===== config.mk =====
export PLATFORM = sky130hd
export DESIGN_NAME = tri_scan_ring_ctl
export DESIGN_NICKNAME = d
export VERILOG_FILES = /design/src/rtl/tri_scan_ring_ctl.sv
export SDC_FILE = /design/constraint.sdc
export NUM_CORES = 1
export LEC_CHECK = 0
export ABC_AREA = 1
export BUFFER_PORTS_ARGS = -buffer_cell sky130_fd_sc_hd__buf_4
export CAP_MARGIN = 20
export CORE_AREA = 5 5 109 111
export DETAILED_ROUTE_END_ITERATION = 10
export DIE_AREA = 0 0 114 116
export GPL_TIMING_DRIVEN = 0
export SYNTH_ARGS = -nofsm -noshare
export SYNTH_HDL_FRONTEND = slang
export SYNTH_SLANG_ARGS = --single-unit

===== constraint.sdc =====
create_clock -name nclk -period 1.78 [get_ports nclk]
set_clock_uncertainty 0.05 [all_clocks]
set_input_delay 0.356 -clock nclk [delete_from_list [all_inputs] [get_ports nclk]]
set_output_delay 0.356 -clock nclk [all_outputs]
set_load 0.1 [all_outputs]

===== src/rtl/tri_scan_ring_ctl.sv =====
// Scan-ring access controller: stops the ring's functional clocks, shifts RING_LEN bits
// through ring_scin/ring_scout and returns the prior ring contents. Optional macro: TRI_SCAN_RING_PARITY_EN.
module tri_scan_ring_ctl #(
  parameter int RING_LEN   = 32,
  parameter int HOLD_CYC   = 2,
  parameter int NCLK_WIDTH = 6
) (
  input  logic [NCLK_WIDTH-1:0] nclk,
  inout  wire                   vd,
  inout  wire                   gd,
  input  logic                  req_val,
  output logic                  req_rdy,
  input  logic                  req_wr,
  input  logic [RING_LEN-1:0]   req_wdata,
  output logic                  rsp_val,
  input  logic                  rsp_ack,
  output logic [RING_LEN-1:0]   rsp_rdata,
  output logic                  rsp_par,
  output logic                  thold_b,
  output logic                  sg,
  output logic                  ring_scin,
  input  logic                  ring_scout
);

  localparam int               CNT_W      = $clog2(RING_LEN + 1);
  localparam logic [CNT_W-1:0] SHIFT_LAST = CNT_W'(RING_LEN - 1);
  localparam logic [CNT_W-1:0] SHIFT_SAT  = CNT_W'(RING_LEN);
  localparam logic [3:0]       HOLD_LAST  = 4'(HOLD_CYC - 1);

  typedef enum logic [2:0] {
    ST_IDLE     = 3'd0,
    ST_HOLD_ON  = 3'd1,
    ST_SHIFT    = 3'd2,
    ST_HOLD_OFF = 3'd3,
    ST_RESP     = 3'd4
  } state_t;

  logic clk;
  logic rst;
  assign clk = nclk[0];
  assign rst = nclk[1];

  state_t              state_q,     state_d;
  logic [RING_LEN-1:0] shift_buf_q, shift_buf_d;
  logic                wr_q,        wr_d;
  logic [CNT_W-1:0]    shift_cnt_q, shift_cnt_d;
  logic [3:0]          hold_cnt_q,  hold_cnt_d;
  logic                req_rdy_q,   req_rdy_d;
  logic                rsp_val_q,   rsp_val_d;
  logic [RING_LEN-1:0] rsp_rdata_q, rsp_rdata_d;
  logic                thold_b_q,   thold_b_d;
  logic                sg_q,        sg_d;
  logic                scin_q,      scin_d;
  logic                recirc_q,    recirc_d;
  logic                resp_load_s;

  // Power pins and the spare clock-bundle bits carry no logic.
  logic unused_pins_s;
  assign unused_pins_s = ^{vd, gd, nclk, resp_load_s};

  // Next-state and next-output computation for the shift sequence.
  always_comb begin
    state_d     = state_q;
    shift_buf_d = shift_buf_q;
    wr_d        = wr_q;
    shift_cnt_d = shift_cnt_q;
    hold_cnt_d  = hold_cnt_q;
    req_rdy_d   = req_rdy_q;
    rsp_val_d   = rsp_val_q;
    rsp_rdata_d = rsp_rdata_q;
    thold_b_d   = thold_b_q;
    sg_d        = sg_q;
    scin_d      = 1'b0;
    recirc_d    = 1'b0;
    resp_load_s = 1'b0;
    case (state_q)
      ST_IDLE: begin
        if (req_val && req_rdy_q) begin
          state_d     = ST_HOLD_ON;
          shift_buf_d = req_wdata;
          wr_d        = req_wr;
          hold_cnt_d  = 4'd0;
          req_rdy_d   = 1'b0;
          thold_b_d   = 1'b0;
        end else begin
          req_rdy_d   = 1'b1;
        end
      end
      ST_HOLD_ON: begin
        if (hold_cnt_q == HOLD_LAST) begin
          state_d     = ST_SHIFT;
          sg_d        = 1'b1;
          shift_cnt_d = {CNT_W{1'b0}};
          scin_d      = wr_q & shift_buf_q[0];
          recirc_d    = ~wr_q;
        end else begin
          hold_cnt_d  = hold_cnt_q + 4'd1;
        end
      end
      ST_SHIFT: begin
        // A read must hand scout straight back to scin in the same cycle, so it bypasses the scin flop.
        shift_buf_d = {ring_scout, shift_buf_q[RING_LEN-1:1]};
        shift_cnt_d = (shift_cnt_q == SHIFT_SAT) ? shift_cnt_q : shift_cnt_q + {{(CNT_W-1){1'b0}}, 1'b1};
        if (shift_cnt_q == SHIFT_LAST) begin
          state_d     = ST_HOLD_OFF;
          sg_d        = 1'b0;
          hold_cnt_d  = 4'd0;
        end else begin
          scin_d      = wr_q & shift_buf_q[1];
          recirc_d    = ~wr_q;
        end
      end
      ST_HOLD_OFF: begin
        if (hold_cnt_q == HOLD_LAST) begin
          state_d     = ST_RESP;
          thold_b_d   = 1'b1;
          rsp_val_d   = 1'b1;
          rsp_rdata_d = shift_buf_q;
          resp_load_s = 1'b1;
        end else begin
          hold_cnt_d  = hold_cnt_q + 4'd1;
        end
      end
      ST_RESP: begin
        if (rsp_ack) begin
          state_d     = ST_IDLE;
          rsp_val_d   = 1'b0;
          req_rdy_d   = 1'b1;
        end else begin
          rsp_val_d   = 1'b1;
        end
      end
      default: begin
        state_d     = ST_IDLE;
        req_rdy_d   = 1'b1;
        rsp_val_d   = 1'b0;
        thold_b_d   = 1'b1;
        sg_d        = 1'b0;
      end
    endcase
  end

  // State and registered outputs; reset wins over every handshake input.
  always_ff @(posedge clk) begin
    if (rst) begin
      state_q     <= ST_IDLE;
      shift_buf_q <= {RING_LEN{1'b0}};
      wr_q        <= 1'b0;
      shift_cnt_q <= {CNT_W{1'b0}};
      hold_cnt_q  <= 4'd0;
      req_rdy_q   <= 1'b1;
      rsp_val_q   <= 1'b0;
      rsp_rdata_q <= {RING_LEN{1'b0}};
      thold_b_q   <= 1'b1;
      sg_q        <= 1'b0;
      scin_q      <= 1'b0;
      recirc_q    <= 1'b0;
    end else begin
      state_q     <= state_d;
      shift_buf_q <= shift_buf_d;
      wr_q        <= wr_d;
      shift_cnt_q <= shift_cnt_d;
      hold_cnt_q  <= hold_cnt_d;
      req_rdy_q   <= req_rdy_d;
      rsp_val_q   <= rsp_val_d;
      rsp_rdata_q <= rsp_rdata_d;
      thold_b_q   <= thold_b_d;
      sg_q        <= sg_d;
      scin_q      <= scin_d;
      recirc_q    <= recirc_d;
    end
  end

`ifdef TRI_SCAN_RING_PARITY_EN
  logic rsp_par_q, rsp_par_d;

  function automatic logic even_par(input logic [RING_LEN-1:0] data);
    return ^data;
  endfunction

  // Parity is captured together with rsp_rdata on RESP entry.
  always_comb begin
    if (resp_load_s) begin
      rsp_par_d = even_par(shift_buf_q);
    end else begin
      rsp_par_d = rsp_par_q;
    end
  end

  // Parity register.
  always_ff @(posedge clk) begin
    if (rst) begin
      rsp_par_q <= 1'b0;
    end else begin
      rsp_par_q <= rsp_par_d;
    end
  end

  assign rsp_par = rsp_par_q;
`else
  assign rsp_par = 1'b0;
`endif

  assign req_rdy   = req_rdy_q;
  assign rsp_val   = rsp_val_q;
  assign rsp_rdata = rsp_rdata_q;
  assign thold_b   = thold_b_q;
  assign sg        = sg_q;
  assign ring_scin = recirc_q ? ring_scout : scin_q;

endmodule


# After elaboration in Yosys (flattened, before gate mapping)
# Index checks and enable logic that the tools add are counted.
[op_classes]
addsub = 2
eq_ne = 14
muxes = 32
n_bitwise = 7
reduce_logical = 20
[ops]
columns = ["cell", "count"]
rows = [
  ["32-bit case mux with 2 select lines", 1],
  ["32-bit 2-to-1 mux", 1],
  ["3-bit 2-to-1 mux", 5],
  ["3-bit case mux with 5 select lines", 1],
  ["2-bit inequality test, second input constant", 7],
  ["4-bit 2-to-1 mux", 3],
  ["6-bit 2-to-1 mux", 2],
  ["1-bit case mux with 3 select lines", 4],
  ["4-bit case mux with 3 select lines", 1],
  ["6-bit case mux with 2 select lines", 1],
  ["3-bit OR reduction", 4],
  ["1-bit 2-to-1 mux", 11],
  ["2-bit AND reduction", 5],
  ["3-bit AND reduction", 3],
  ["6-bit by 1-bit adder with 6-bit output, second input constant", 1],
  ["3-bit by 2-bit equality test with 1-bit output, second input constant", 2],
  ["6-bit by 5-bit equality test with 1-bit output, second input constant", 1],
  ["6-bit equality test, second input constant", 1],
  ["1-bit inverter", 5],
  ["5-bit AND reduction", 1],
  ["4-bit by 1-bit adder with 4-bit output, second input constant", 1],
  ["4-bit by 1-bit equality test with 1-bit output, second input constant", 1],
  ["1-bit case mux with 2 select lines", 2],
  ["4-bit AND reduction", 1],
  ["other kinds (8)", 10],
]
[totals]
register_bits = 84
word_cells = 87

# Logic depth before layout (Yosys ltp)
# Gate-level depths: netlist of run 1.
[depth]
word_depth = 4
mapped_depth = 9

# Worst setup path before layout of run 1
# Ideal clock, no wire load.
[synth_path]
kind = "in2out"
from = "input ring_scout"
to = "output ring_scin"
arrival_time_ns = 1.843
t_required_ns = 1.374
path_slack_ns = -0.469
stages = 2
path_buffers = 0
cell_sequence = "inv_1 a21oi_1"
[synth_via]
elab_chain_cells = 1
[synth_rtl]
columns = ["element", "line_no", "text"]
rows = [
  ["from (decl)", "22", "input logic ring_scout"],
  ["1-bit 2-to-1 mux", "209", "assign ring_scin = recirc_q ? ring_scout : scin_q;"],
  ["to (decl)", "21", "output logic ring_scin,"],
]
# No other way between the ends.

==> results of run 1 <==
## cells in the final DEF, fill, tap and decap left out, types with 4 or more instances in the layout
cell type / count
a21oi_1: 77
buf_2: 7
buf_4: 77
buf_6: 11
clkbuf_8: 19
clkinvlp_4: 9
dfxtp_1: 82
ha_1: 4
inv_1: 56
nand2_1: 62
nand3_1: 15
nor2_1: 28
nor2_2: 4
o21ai_0: 15
o21ai_1: 88
## kinds of logic (layout without fill, tap and decap cells)
kind of cell	Yosys count	count (layout)	share of synthesized area
AOI/OAI and AO/OA	185	185	0.253
xor gates and xnor gates	1	1	0.00237
adders and majority gates	4	4	0.0135
buffers and inverters	87	187	0.118
DFF	84	84	0.454
other	1	1	0.00101
and+or+nand+nor	125	125	0.158
## power breakdown
group	switching [mW]	internal [mW]
clock network	1.97	1.68
registers	0.181	2.30
logic	1.74	0.625
total	3.89	4.60
## critical path: cells and delay by family
family / cells / cell delay, ps
compound gates: 2 / 250
buf+inv: 5 / 770
## state kept, by name (all words and copies together) (netlist names), 3 cells and up
register	count
hold_cnt_q	4
rsp_rdata	32
shift_buf_q	32
state_q	3
shift_cnt_q	6
## per-stage QoR
step	hold WS, ps	util
floorplan	205	-
global placement	205	0.414
detailed placement	205	0.414
CTS	101	0.445
global route	125	0.448
finish	90.3	0.448
## what timing repair did
item | 4_1_cts | 5_1_grt
gates cloned | 0 | 0
hold buffers | 0 | 0
resized for setup | 0 | 8
setup endpoints to repair | 70 | 27
## metal layers
layer / global-route usage / up-vias / routed length (um)
met4: 0.164 / 0 / 237
met3: 0.125 / 30 / 769
met2: 0.207 / 126 / 4470
met1: 0.152 / 1570 / 4310
li1: - / 1803 / -
met5: 0 / - / 0
## cell type report
class / instances / area share
clock inverters: 16 / 0.0246
plain buffers: 22 / 0.0395
well taps: 140 / 0.0366
flip-flops and latches: 84 / 0.352
repair buffers: 73 / 0.114
multi-input cells: 316 / 0.333
clock buffers: 20 / 0.0554
inverters: 56 / 0.0444
## final timing paths
check                start              end  slack (ps)  cells past startpoint
max reg2reg  hold_cnt_q[0]   shift_cnt_q[1]         150                      8
min reg2reg           wr_q         recirc_q         410                      1
max                nclk[1]  shift_buf_q[22]         100                      7
min                nclk[1]       state_q[0]          90                      4
==> metrics.csv, run 1 <==
stage;metric;value;unit
synth;synth_common_cells;88 x o21ai_1, 84 x dfxtp_1, 78 x a21oi_1;
place;numPortBuffers;73;
setup_path;cp-end-kind;flop;
global_route;antenna_found_initial;0;
synth;syn_area_per_cell;7.60;um2
clock_network;clk_latency;350;ps
cells_and_area;nNetsFinal;629;
setup_path;critical_path_class;clk2reg;
cells_and_area;diodes;0;
power_and_ir_drop;power_density;1770;nW/um2
die;start_util;0.346;
die;rows;38;
place;dp_hpwl;7.04;mm
cells_and_area;multi_input_area;1600;um2
synth;synthFlopType;dfxtp_1;
die;io_pins;82;
synth;synth_cells;487;
sta;untimed_endpoints;2;
setup_path;startpoint_type;clock port;
setup_path;cpPeakStageDelay;230;ps
job;cap_viol_max_count;0;
setup_path;critPathRequiredTime;2020;ps
die;die_area;13200;um2
clock_network;cts_setup_buffers;0;
power_and_ir_drop;fin_total_pwr;8.49;mW
setup_path;cp.arrival;1920;ps
synth;yosysSeqAreaShare;0.454;
setup_path;crit_path_frequent_cell;clkbuf_8;
synth;ys_seq_elements;84;
power_and_ir_drop;p_leak;2.16;nW
synth;synth_area_leader_cell;dfxtp_1;
cells_and_area;postLayoutCellArea;4790;um2
cells_and_area;drive_gt1_frac;0.252;
place;post-place-ws;25.9;ps
routing;drt_iter0_drc;163;
sta;hold_viol_final;0;
status;status;completed;
global_route;grt_util_all_layers;0.159;
routing;drc_errors;0;
cells_and_area;syn_to_final_growth;29.3;%
routing;firstDrtPassIters;4;
die;die_h;116;um
global_route;first_global_vias;4282;
cells_and_area;num-fill-cells;1093;
synth;synth_area;3700;um2
sta;slew_violations;0;
routing;vias_per_cell;4.85;
setup_path;slowest_stage;inv_1;
synth;synth_edf_count;0;
clock_network;path_clk_slew;90;ps
synth;synth_top_area_frac;0.454;
cells_and_area;seq_area;1680;um2
cells_and_area;layout.cells.non_filler;727;
power_and_ir_drop;peakVddDrop;0.000698;V
synth;synthTopCellsByArea;dfxtp_1 45%, o21ai_1 12%, a21oi_1 11%;
routing;vias;3529;
global_route;grt_pass1_wl;16.3;mm
sta;setup_ws;104;ps
routing;final_antenna_net_count;0;
sta;rsz0062_at_grt;true;
global_route;gr-total-overflow;0;
clock_network;tritoncts;built;
place;gp_congestion;0.841;
setup_path;path_cells;buf_2, clkbuf_8, clkbuf_8, clkbuf_8, inv_1, o21ai_1, a21oi_1;
synth;synth_nets;535;
routing;routed_wl;9.79;mm
synth;synth.distinct_cells;29;
sta;setup_violations;0;
min_path;hp-class;clk2reg;
synth;synth.most_common_cell;o21ai_1;
synth;synthArstFlopShare;0;
die;die_w;114;um
synth;ys_warn_count;0;
place;placed_cells;700;
place;placed_area;4430;um2
die;coreArea;10700;um2
routing;wl_per_cell;13.5;um
global_route;grt_max_degree;16;
setup_path;crit_fanout;10;
sta;finalSetupTns;0;ps
Note: power is estimated with default switching activity, not from simulation.
==> run 2, diff against run 1 <==
--- a/config.mk
+++ b/config.mk
@@ -8,10 +8,14 @@
 export ABC_AREA = 1
 export BUFFER_PORTS_ARGS = -buffer_cell sky130_fd_sc_hd__buf_4
 export CAP_MARGIN = 20
-export CORE_AREA = 5 5 109 111
+export CELL_PAD_IN_SITES_DETAIL_PLACEMENT = 1
+export CELL_PAD_IN_SITES_GLOBAL_PLACEMENT = 1
+export CORE_AREA = 5 5 98 123
 export DETAILED_ROUTE_END_ITERATION = 10
-export DIE_AREA = 0 0 114 116
+export DIE_AREA = 0 0 103 128
 export GPL_TIMING_DRIVEN = 0
+export PLACE_DENSITY_LB_ADDON = 0.1
 export SYNTH_ARGS = -nofsm -noshare
 export SYNTH_HDL_FRONTEND = slang
 export SYNTH_SLANG_ARGS = --single-unit
+export TNS_END_PERCENT = 1
==> run 2 against run 1 <==
Against the previous run:
- final area increased by 5.2%
- total power increased by 16%
- largest power group unchanged
- routed wire length increased by 14%
- critical path type unchanged
- clock power increased by 36%
- combinational power increased by 3%
- hold slack improved by 44 ps
- highest routed layer unchanged
- non-clock buffer count unchanged
==> metrics.csv, run 2 (synthesis results as in run 1) <==
stage;metric;value;unit
cells_and_area;nNetsFinal;629;
global_route;use_met1;0.166;
global_route;grt_util_all_layers;0.185;
cells_and_area;postLayoutCellArea;5040;um2
setup_path;cp_top_family;buffers and inverters;
clock_network;holdBufCountCts;0;
cells_and_area;layout_commonest_cell;o21ai_1;
setup_path;critPathRequiredTime;2000;ps
global_route;grt_pass1_wl;18.3;mm
setup_path;crit_fanout;10;
setup_path;slowest_stage;inv_1;
setup_path;cp-end-kind;flop;
cells_and_area;syn_to_final_growth;36.1;%
routing;vias;3645;
setup_path;critical_path_class;clk2reg;
setup_path;crit_cells;7;
die;die_w;103;um
setup_path;crit_path_frequent_cell;clkbuf_16;
routing;final_antenna_net_count;0;
die;io_pins;82;
sta;slew_violations;0;
global_route;antenna_found_initial;0;
place;dp_hpwl;7.94;mm
routing;drc_errors;0;
job;cap_viol_max_count;0;
cells_and_area;layout_common_cells;89 x o21ai_1, 84 x dfxtp_1, 77 x buf_4, 77 x a21oi_1, 62 x nand2_1;
setup_path;cp.arrival;1970;ps
setup_path;startpoint_type;clock port;
setup_path;worstRegToRegCells;8;
global_route;busiest_layer;met2;
die;rows;43;
routing;routed_wl;11.2;mm
cells_and_area;layout.cells.non_filler;723;
routing;wl_per_cell;15.5;um
clock_network;tritoncts;built;
clock_network;clk_latency;340;ps
global_route;grt_max_degree;14;
clock_network;path_clk_slew;60;ps
place;gp_congestion;0.806;
routing;vias_per_cell;5.04;
min_path;hp-class;clk2reg;
die;die_h;128;um
status;status;completed;
place;numPortBuffers;73;
die;coreArea;10900;um2
clock_network;cts_setup_buffers;0;
sta;hold_viol_final;0;
global_route;met3_usage;0.124;
power_and_ir_drop;p_leak;2.29;nW
sta;rsz0062_at_grt;true;
global_route;first_global_vias;4761;
die;start_util;0.341;
routing;firstDrtPassIters;4;
setup_path;path_buf_inv;5;
routing;drt_iter0_drc;96;
power_and_ir_drop;power_density;1960;nW/um2
setup_path;path_cells;buf_2, clkbuf_16, clkbuf_16, clkbuf_16, inv_1, o21ai_1, a21oi_1;
min_path;hold_depth;4;
setup_path;cpPeakStageDelay;240;ps
place;placed_area;4420;um2
cells_and_area;drive_gt1_frac;0.252;
global_route;gr-total-overflow;0;
place;placed_cells;695;
cells_and_area;diodes;0;
die;die_area;13200;um2
power_and_ir_drop;peakVddDrop;0.000648;V
sta;untimed_endpoints;2;
global_route;grtUsageMet2;0.247;
sta;setup_violations;0;
run 2: per-stage QoR:
stage	setup slack [ps]	hold WS (ps)	utilization	power, mW	TNS [ps]
3_5_place_dp	25.9	205	0.407	6.25	0
4_1_cts	-24.3	153	0.462	10.1	-189
3_3_place_gp	25.9	205	0.407	6.21	0
6_report	28.5	135	0.464	9.87	0
5_1_grt	-86.1	140	0.464	10.7	-1090
2_1_floorplan	-210	205	-	5.61	-6220
run 2: repair_timing:
action                                  CTS  global route
pin swaps                                 0             0
endpoints found under the setup margin   73            38
resized for setup                         5             6
run 2: final cells by class:
| type | instances | area, um2 |
|---|---|---|
| inverters | 56 | 213 |
| flip-flops and latches | 84 | 1680 |
| repair buffers | 73 | 548 |
| fillers | 1367 | 5830 |
| clock inverters | 15 | 116 |
| clock buffers | 22 | 507 |
| well taps | 135 | 169 |
| plain buffers | 22 | 189 |
| multi-input cells | 316 | 1610 |
run 2: path summary, 6_finish.rpt:
kind | endpoint | start | slack [ps]
min | shift_cnt_q[0] | nclk[1] | 130
min reg2reg | thold_b | thold_b | 410
max | shift_buf_q[6] | nclk[1] | 30
max reg2reg | shift_cnt_q[1] | hold_cnt_q[0] | 140
run 2: power breakdown:
part / switching, mW / leakage, nW / total (mW) / internal [mW]
registers: 0.186 / 0.686 / 2.48 / 2.30
clock network: 2.14 / 0.577 / 4.95 / 2.81
logic: 1.80 / 1.03 / 2.44 / 0.637
run 2: tightest hold or removal path, cell delays in order:
cell       delay, ps
buf_2            160
clkbuf_16        160
clkbuf_16        130
a21oi_1           30
run 2: metal layers:
| metal | part of all wire | routed length (um) |
|---|---|---|
| met1 | 0.40 | 4460 |
| met2 | 0.51 | 5680 |
| met3 | 0.060 | 670 |
| met4 | 0.033 | 368 |
| met5 | 0 | 0 |
==> run 3, diff against run 2 <==
--- a/config.mk
+++ b/config.mk
@@ -10,11 +10,12 @@
 export CAP_MARGIN = 20
 export CELL_PAD_IN_SITES_DETAIL_PLACEMENT = 1
 export CELL_PAD_IN_SITES_GLOBAL_PLACEMENT = 1
-export CORE_AREA = 5 5 98 123
+export CORE_AREA = 2 2 95 120
 export DETAILED_ROUTE_END_ITERATION = 10
-export DIE_AREA = 0 0 103 128
+export DIE_AREA = 0 0 97 122
 export GPL_TIMING_DRIVEN = 0
 export PLACE_DENSITY_LB_ADDON = 0.1
+export SLEW_MARGIN = 40
 export SYNTH_ARGS = -nofsm -noshare
 export SYNTH_HDL_FRONTEND = slang
 export SYNTH_SLANG_ARGS = --single-unit
==> run 3 against run 2 <==
Against the previous run:
- via count is 1.5% higher
- sequential power is essentially flat
- non-clock buffer count did not move
- largest cell class unchanged
- largest power group unchanged
- hold slack better by 13 ps
- die area fell by 10%
- critical endpoint is now shift_buf_q[31]
- critical path depth did not move
==> metrics.csv, run 3 (synthesis results as in run 1) <==
stage;metric;value;unit
status;status;completed;
clock_network;holdBufCountCts;0;
sta;rsz0062_at_grt;false;
power_and_ir_drop;power_density;1960;nW/um2
global_route;met3_usage;0.123;
job;cap_viol_max_count;0;
global_route;use_met1;0.177;
sta;hold_viol_final;0;
sta;untimed_endpoints;2;
die;die_area;11800;um2
cells_and_area;syn_to_final_growth;35.5;%
min_path;hp-class;clk2reg;
routing;drt_iter0_drc;91;
die;die_h;122;um
die;coreArea;10800;um2
setup_path;slowest_stage;clkinvlp_4;
setup_path;crit_path_frequent_cell;clkbuf_16;
cells_and_area;layout_commonest_cell;o21ai_1;
cells_and_area;final_util;0.464;
power_and_ir_drop;internal_power;5.65;mW
power_and_ir_drop;power_frac_seq;0.253;
setup_path;cp_top_family;buffers and inverters;
setup_path;cp-end-kind;flop;
place;dp_hpwl;8.10;mm
routing;wl_per_cell;15.9;um
power_and_ir_drop;swShare;0.425;
global_route;grt_max_degree;13;
setup_path;path_cells;buf_2, clkbuf_16, clkbuf_16, clkbuf_16, clkinvlp_4, o21ai_1, a21oi_1;
clock_network;path_clk_slew;60;ps
routing;vias_per_cell;5.13;
sta;slew_violations;0;
power_and_ir_drop;power_frac_comb;0.248;
place;numPortBuffers;73;
setup_path;startpoint_type;clock port;
clock_network;clk_latency;340;ps
die;rows;43;
global_route;antenna_found_initial;0;
power_and_ir_drop;power_frac_clock;0.499;
global_route;busiest_layer;met2;
routing;final_antenna_net_count;0;
sta;setup_violations;0;
routing;drc_errors;0;
cells_and_area;layout_common_cells;88 x o21ai_1, 84 x dfxtp_1, 77 x buf_4, 77 x a21oi_1, 62 x nand2_1;
setup_path;cpPeakStageDelay;170;ps
routing;firstDrtPassIters;6;
power_and_ir_drop;p_leak;2.26;nW
cells_and_area;drive_gt1_frac;0.253;
setup_path;cp.arrival;1900;ps
die;die_w;97;um
global_route;gr-total-overflow;0;
global_route;first_global_vias;4630;
global_route;grt_pass1_wl;18.6;mm
place;placed_cells;695;
global_route;grtUsageMet2;0.293;
die;io_pins;82;
routing;routed_wl;11.4;mm
setup_path;crit_fanout;10;
power_and_ir_drop;power_switching;4.18;mW
setup_path;critical_path_class;clk2reg;
cells_and_area;diodes;0;
clock_network;tritoncts;built;
clock_network;cts_setup_buffers;0;
setup_path;path_buf_inv;5;
die;start_util;0.342;
setup_path;critPathRequiredTime;2000;ps
global_route;grt_util_all_layers;0.206;
power_and_ir_drop;peakVddDrop;0.000875;V
cells_and_area;nNetsFinal;629;
place;gp_congestion;0.782;
cells_and_area;layout.cells.non_filler;721;
routing;vias;3699;
run 3: final timing paths:
path                        from         endpoint  slack, ps  cells after the start
setup / recovery         nclk[1]  shift_buf_q[31]         90                      7
setup reg to reg  shift_cnt_q[1]    hold_cnt_q[1]        160                      8
hold / removal           nclk[1]               sg        150                      4
hold reg to reg             wr_q           scin_q        420                      2
run 3: what timing repair did:
item,CTS,global route
endpoints found under the hold margin,0,0
pin swaps,0,0
setup endpoints to repair,71,13
gates cloned,0,0
gates resized for setup,8,4
run 3: area by class of cell:
class	instances	area [um2]
inverters	56	213
well taps	135	169
clock inverters	12	87.6
repair buffers	73	548
multi-input cells	316	1610
clock buffers	23	520
plain buffers	22	189
fillers	1379	5800
flip-flops and latches	84	1680
run 3: metrics by stage:
step | hold WS, ps | TNS (ps) | instance area (um2) | setup WS [ps] | power, mW
after floorplan | 205 | -6220 | 3710 | -210 | 5.61
after global placement | 205 | 0 | 4420 | 25.9 | 6.21
after detailed placement | 206 | 0 | 4420 | 25.9 | 6.26
after CTS | 162 | 0 | 5000 | 2.56 | 10.0
after global routing | 152 | 0 | 5020 | 8.30 | 10.6
final | 147 | 0 | 5020 | 93.9 | 9.83
run 3: power by group through the flow:
| stage | Sequential (mW) | Clock, mW | Combinational [mW] |
|---|---|---|---|
| after floorplan | 3.04 | 1.29 | 1.28 |
| after global placement | 2.52 | 1.29 | 2.40 |
| after detailed placement | 2.54 | 1.29 | 2.43 |
| after CTS | 2.50 | 5.09 | 2.45 |
| after global routing | 2.53 | 5.39 | 2.66 |
| final | 2.49 | 4.90 | 2.43 |
run 3: routing by layer:
layer  part of all wire  vias up  routed length (um)
met5                  0        -                   0
met4              0.040        0                 460
met3              0.067       40                 761
met2               0.50      127                5750
met1               0.39     1735                4470
li1                   -     1797                   -
run 3: worst min-delay path: stages:
cell and delay (ps):
buf_2 160, clkbuf_16 160, clkbuf_16 130, a21oi_1 40
